### src/rtl/shifter_3stage_seq.sv
// Three-stage sequential barrel shifter driven by a base-3 shift code.
// One code digit is applied per state; SLL, SRA and ROR modes.
module shifter_3stage_seq (
  input  logic        clk,
  input  logic        rst_n,
  input  logic        start,
  input  logic [15:0] data_in,
  input  logic [5:0]  shift_code,
  input  logic [1:0]  mode,
  output logic        busy,
  output logic        done,
  output logic [15:0] data_out,
  output logic        err
);

  typedef enum logic [1:0] {
    IDLE,
    S0,
    S1,
    S2
  } state_t;

  state_t      state_q;
  state_t      state_d;
  logic [15:0] work_q;
  logic [5:0]  code_q;
  logic [1:0]  mode_q;
  logic [1:0]  digit;
  logic [3:0]  wt;
  logic [3:0]  amt;
  logic        bad_dig;
  logic        bad_mode;
  logic [15:0] shifted;

  function automatic logic [15:0] shift_fn(
    input logic [15:0] v,
    input logic [3:0]  n,
    input logic [1:0]  m
  );
    logic [31:0] rot;
    logic [15:0] res;
    rot = {v, v} >> n;
    unique case (m)
      2'b00:   res = v << n;
      2'b01:   res = $signed(v) >>> n;
      2'b10:   res = rot[15:0];
      default: res = v;
    endcase
    return res;
  endfunction

  always_comb begin
    state_d = state_q;
    digit   = 2'b00;
    wt      = 4'd0;
    unique case (state_q)
      IDLE: if (start) state_d = S0;
      S0: begin
        digit   = code_q[1:0];
        wt      = 4'd1;
        state_d = S1;
      end
      S1: begin
        digit   = code_q[3:2];
        wt      = 4'd3;
        state_d = S2;
      end
      S2: begin
        digit   = code_q[5:4];
        wt      = 4'd9;
        state_d = IDLE;
      end
    endcase
    // digit2 can only weigh 0 or 9, so 2'b10 is illegal there
    bad_dig  = (digit == 2'b11) ||
               ((state_q == S2) && (digit == 2'b10));
    bad_mode = (mode_q == 2'b11);
    amt      = 4'd0;
    if (!bad_dig && !bad_mode) begin
      unique case (1'b1)
        (digit == 2'b01): amt = wt;
        (digit == 2'b10): amt = {wt[2:0], 1'b0};
        default:          amt = 4'd0;
      endcase
    end
    shifted = shift_fn(work_q, amt, mode_q);
  end

  assign busy = (state_q != IDLE);

  always_ff @(posedge clk or negedge rst_n) begin
    if (!rst_n) begin
      state_q  <= IDLE;
      work_q   <= '0;
      code_q   <= '0;
      mode_q   <= '0;
      data_out <= '0;
      done     <= 1'b0;
      err      <= 1'b0;
    end else begin
      state_q <= state_d;
      done    <= 1'b0;
      unique case (state_q)
        IDLE: begin
          if (start) begin
            work_q <= data_in;
            code_q <= shift_code;
            mode_q <= mode;
            err    <= 1'b0;
          end
        end
        S0: begin
          work_q <= shifted;
          if (bad_dig || bad_mode) err <= 1'b1;
        end
        S1: begin
          work_q <= shifted;
          if (bad_dig) err <= 1'b1;
        end
        S2: begin
          work_q   <= shifted;
          data_out <= shifted;
          done     <= 1'b1;
          if (bad_dig) err <= 1'b1;
        end
      endcase
    end
  end

endmodule

### config.mk
export PLATFORM = sky130hd
export DESIGN_NAME = shifter_3stage_seq
export DESIGN_NICKNAME = d
export VERILOG_FILES = /design/src/rtl/shifter_3stage_seq.sv
export SDC_FILE = /design/constraint.sdc
export NUM_CORES = 1
export LEC_CHECK = 0
export BUFFER_PORTS_ARGS = -buffer_cell sky130_fd_sc_hd__buf_2
export CAP_MARGIN = 30
export CORE_MARGIN = 2
export CORE_UTILIZATION = 42
export DETAILED_ROUTE_END_ITERATION = 8
export SLEW_MARGIN = 0
export SYNTH_ARGS = -nofsm -noshare
export SYNTH_HDL_FRONTEND = slang
export SYNTH_SLANG_ARGS = --single-unit
### constraint.sdc
create_clock -name clk -period 3.7 [get_ports clk]
set_input_delay 0.74 -clock clk [delete_from_list [all_inputs] [get_ports clk]]
set_output_delay 0.74 -clock clk [all_outputs]
set_load 0.005 [all_outputs]
# == Word level (Yosys, flattened, before mapping) ==
# Index checks and enable logic that the tools add are counted.
# totals
register_bits,44
inputBits,27
out_inout_bits,19
elab_cells,49
# classes
eq_ne,12
n_shift,3
n_mux,14
reduce_logical,13
# op_table
op,count
one-hot mux 16 bit (3 select lines),1
one-hot mux 16 bit (2 select lines),1
right shift 32 x 4 -> 16 bit,1
2-to-1 mux 16 bit,1
<< shifter 16 x 4 -> 16 bit,1
>>> shifter 16 x 4 -> 16 bit,1
"equality test 2 bit, second input constant",6
one-hot mux 4 bit (3 select lines),1
one-hot mux 2 bit (4 select lines),1
one-hot mux 4 bit (2 select lines),1
"equality test 2 x 1 -> 1 bit, second input constant",3
one-hot mux 2 bit (3 select lines),1
logical NOT 2 bit,2
2-to-1 mux 1 bit,4
2-to-1 mux 4 bit,1
"inequality test 2 bit, second input constant",2
one-hot mux 1 bit (3 select lines),1
AND reduction 3 bit,1
OR reduction 3 bit,1
logical AND 1 bit,2
logical NOT 1 bit,2
logical OR 1 bit,2
2-to-1 mux 2 bit,1
"inequality test 2 x 1 -> 1 bit, second input constant",1
other kinds (3),3

# == Longest topological paths before layout ==
# logic_depth
word_depth,11
mapped_depth,18
mapped_depth_nobuf,14

# == Worst setup path before layout ==
# No wires, ideal clock.
# synth_path
path_kind,register to register
from,register state_q[0]
to,register data_out[12]
setup_ps,136
arrival_time_ps,3313
t_required_ps,3564
setup_slack_ps,251
stages_incl_launch_ff,18
path_buffers,5
synth_period_minus_slack_ps,3449
cell_sequence,dfrtp_1 inv_1 ha_1 clkbuf_1 clkbuf_1 a31oi_1 inv_1 ha_1 buf_6 a221oi_4 buf_6 nand2_4 buf_6 mux2_4 o2111ai_2 o2111ai_1 nor4_2 o22ai_1
# synth_between
elab_chain_cells,10
elab_cells_between_ends,18
cone_classes,eq/ne (6); shift (3); mux (5); reduce/logical (4)
# synth_rtl
element,line,source
"start, declared",23,state_t state_q;
"start signal, assigned",101,state_q <= state_d;
"equality test 2 bit, or another cell as far along","56, 76, 103",
one-hot mux 2 bit (3 select lines),56,unique case (state_q)
equality test 2 bit,"76, 82",
logical AND 1 bit,76,((state_q == S2) && (digit == 2'b10));
logical OR 1 bit,75,bad_dig = (digit == 2'b11) ||
logical NOT 1 bit,79,if (!bad_dig && !bad_mode) begin
logical AND 1 bit,79,
2-to-1 mux 4 bit,79,
"right shift 32 x 4 -> 16 bit, or another cell as far along",42,"rot = {v, v} >> n;"
one-hot mux 16 bit (3 select lines),43,unique case (m)
"end signal, assigned",122,data_out <= shifted;
"end, declared",12,"output logic [15:0] data_out,"
# Several ways; a longest one is shown, not always the timed one.
# A chain may end at the register's enable or synchronous reset.

# == Worst setup path after layout ==
# layout_path
from,register state_q[1]
to,register work_q[10]
# layout_between
elab_chain_cells,11
elab_cells_between_ends,22
cone_classes,eq/ne (7); shift (3); mux (6); reduce/logical (6)
# layout_rtl
element,line,source
"equality test 2 bit, or another cell as far along","56, 76, 103",
one-hot mux 2 bit (3 select lines),56,
equality test 2 bit,"76, 82",
logical AND 1 bit,76,
logical OR 1 bit,75,
logical NOT 1 bit,79,
logical AND 1 bit,79,
2-to-1 mux 4 bit,79,
"right shift 32 x 4 -> 16 bit, or another cell as far along",42,
one-hot mux 16 bit (3 select lines),43,
one-hot mux 16 bit (2 select lines),103,unique case (state_q)
"end signal, assigned",106,work_q <= data_in;
"end signal, assigned",113,work_q <= shifted;
"end signal, assigned",117,work_q <= shifted;
"end, declared",25,logic [15:0] work_q;
# Several ways; a longest one is shown, not always the timed one.

==> flow_metrics.env <==
export IMPL_status="finished, final reports clean"
export IMPL_place_congestion=1.03
export IMPL_critPathTopFamily="compound AO/OA/AOI/OAI gates"
export IMPL_clock_sinks=44
export IMPL_setup_ws_ns=0.130
export IMPL_ios=46
export IMPL_clk_path_buf_depth=2
export IMPL_maxSlewHeadroom_pct=33.3
export IMPL_critical_path_slowest_cell="dfrtp_1"
export IMPL_pre_cts_ws_ns=-0.0339
export IMPL_cp_start_kind="register"
export IMPL_synth_area_mm2=0.00424
export IMPL_fin_crit_ns=3.57
export IMPL_ys_ff_latch=44
export IMPL_tightestPinTransition_ns=1.00
export IMPL_routed_wl_um=17300
export IMPL_crit_required_ns=3.83
export IMPL_area_growth_syn_to_layout_pct=20.6
export IMPL_insertion_delay_ns=0.29
export IMPL_place_area_mm2=0.00478
export IMPL_timing_final_crit_share_pct=96.5
export IMPL_cp_cell_sequence="inv_1 > ha_2 > nand2_1 > a31oi_2 > buf_4 > inv_1 > ha_1 > and2b_2 > buf_4 > nand3_2 > nand2_1 > o211a_1 > a311o_1 > o221ai_1 > and2_1 > a21oi_1"
export IMPL_die_w_um=104
export IMPL_slew_violations=0
export IMPL_hp_class="input pin to asynchronous set/reset pin"
export IMPL_syn_area_per_cell_um2=7.59
export IMPL_nets=654
export IMPL_slowest_delay_ns=0.41
export IMPL_htreeDepth=2
export IMPL_finClkSkew_ns=0.0117
export IMPL_syn_inst=558
export IMPL_port_buffers=45
export IMPL_yosysTopAreaCell="dfrtp_1"
export IMPL_design_core_area_mm2=0.00977
export IMPL_initial_core_util_pct=43.3
export IMPL_rows=36
export IMPL_cp_arrival_ns=3.70
export IMPL_antenna_found_initial=0
export IMPL_ctsHoldBuffers=0
export IMPL_clk_pin_slew_worst_paths_ns=0.09
export IMPL_cts_buffers=5
export IMPL_grt_pass1_wl_um=26600
export IMPL_cap_violations=0
export IMPL_path_max_fanout=13
export IMPL_dieArea_mm2=0.0109
export IMPL_cts_tree="done"
export IMPL_first_global_vias=4540
export IMPL_drtAntennaViolNets=0
export IMPL_synth_top_area_share_pct=26.0
export IMPL_final_area_mm2=0.00511
export IMPL_setup_viol=0
export IMPL_drtIter0Drc=421
export IMPL_wl_per_cell_um=23.0
export IMPL_vias_per_cell=6.55
export IMPL_yosysWarnings=0
export IMPL_yosysUniqueCellTypes=66
export IMPL_hold_viol=0
export IMPL_fillCellCount=967
export IMPL_hpwl_um=13000
export IMPL_holdWs_ns=0.246
export IMPL_synthTopCellsByArea="dfrtp_1, nand3_1, o21ai_0"
export IMPL_async_reset_ff_share_pct=100
export IMPL_ys_seq_area_share_pct=26.0
export IMPL_crit_buf_inv=4
export IMPL_num_vias=4935
export IMPL_synth_ff_type="dfrtp_1"
export IMPL_grt_usage_pct=31.2
export IMPL_end_kind="register"
export IMPL_grt_overflow=0
export IMPL_syn_nets=593
export IMPL_drtPass1Iterations=5
export IMPL_die_y_um=104
export IMPL_drcViolationCount=0
export IMPL_grt_max_degree=45
export IMPL_diodes=0
export IMPL_max_freq_mhz=280
export IMPL_worst_setup_path_type="register to register"
export IMPL_synth_edff_count=0
export IMPL_drive_gt1_share_pct=26.6
export IMPL_clockRootBuffer="clkbuf_8"
-- final cells by class --
type	count	area [um2]	share of cell area [%]
multi-input cells	442	2910	56.9
flip-flops and latches	44	1100	21.6
repair buffers	106	749	14.7
well taps	133	166	3.26
inverters	20	75.1	1.47
clock buffers	6	72.6	1.42
clock inverters	2	35.0	0.686
-- cell usage in the layout (no fill, tap or decap), types with 5 or more instances in the layout --
cell	n
nand2_1	55
buf_4	55
nand3_1	50
buf_2	45
o21ai_0	44
dfrtp_1	44
a21oi_1	34
nor2_1	30
o211ai_1	23
a31oi_1	19
inv_1	19
o21ai_1	16
o22ai_1	12
mux2_2	9
nand4_1	9
o221ai_1	9
nand3b_1	8
and3_1	8
a211oi_1	7
o21ai_2	6
mux2i_1	6
nor3_1	6
nand2b_1	5
clkbuf_8	5
buf_12	5
-- per-layer routing --
layer,track usage [%],wire (um),vias to the layer above
met2,50.0,7960,290
li1,-,-,2245
met3,5.26,1650,49
met1,42.3,7040,2351
met4,11.2,630,0
met5,0,0,-
-- worst paths after layout --
path                       startpoint          end  slack, ns  cells past startpoint
max                        state_q[1]   work_q[10]       0.13                     16
min                             rst_n  data_out[9]       0.25                      1
max reg2reg                state_q[1]   work_q[10]       0.13                     16
min reg2reg                 code_q[4]    code_q[4]       0.51                      1
max in group asynchronous       rst_n    mode_q[0]       3.01                      2
min in group clk            code_q[4]    code_q[4]       0.51                      1
-- cells by family (layout without fill, tap and decap cells) --
group / Yosys count / after routing / synth area share, %
AOI/OAI and AO/OA: 221 / 221 / 34.8
and+or+nand+nor: 194 / 194 / 23.1
buffers and inverters: 72 / 134 / 7.98
DFF: 44 / 44 / 26.0
muxes: 19 / 19 / 5.76
adders and majority gates: 8 / 8 / 2.36
-- flip-flops by register name, indices dropped and copies added (netlist names) --
signal	flops
done	1
work_q	16
state_q	2
code_q	6
data_out	16
err	1
mode_q	2
-- synthesized netlist by cell type, drive strengths merged, types with 2 or more instances --
library cell	count
a311oi	3
mux2i	6
o2111ai	3
a21oi	36
nor2b	2
o211a	5
and2	4
buf	20
ha	8
a31oi	20
o21a	3
dfrtp	44
nor2	32
o21ai	67
nor3	8
a21boi	2
nand3	53
o22ai	12
nor4	2
a22o	2
a211oi	7
mux2	10
nand2	57
nand4	9
o32ai	4
o211ai	24
nand2b	5
a22oi	4
mux4	3
and3	8
a221oi	2
inv	19
a32oi	3
or4	2
nand3b	8
o221ai	9
o31ai	3
a21o	3
clkbuf	32
-- metrics by stage --
stage | setup TNS (ns) | utilization, % | std cells
floorplan | 0 | - | 558
global placement | 0 | 48.9 | 733
detailed placement | -0.0595 | 48.9 | 733
CTS | 0 | 50.0 | 741
global route | -0.113 | 52.2 | 753
finish | 0 | 52.2 | 753
-- what timing repair did --
action / CTS / global route
gates cloned: 0 / 0
setup endpoints to repair: 3 / 30
pin swaps: 0 / 6
buffers inserted: 0 / 11
resized for setup: 2 / 29
Power is not shown: default switching activity piles up to over one toggle a cycle in this logic, so the estimate is an artifact.
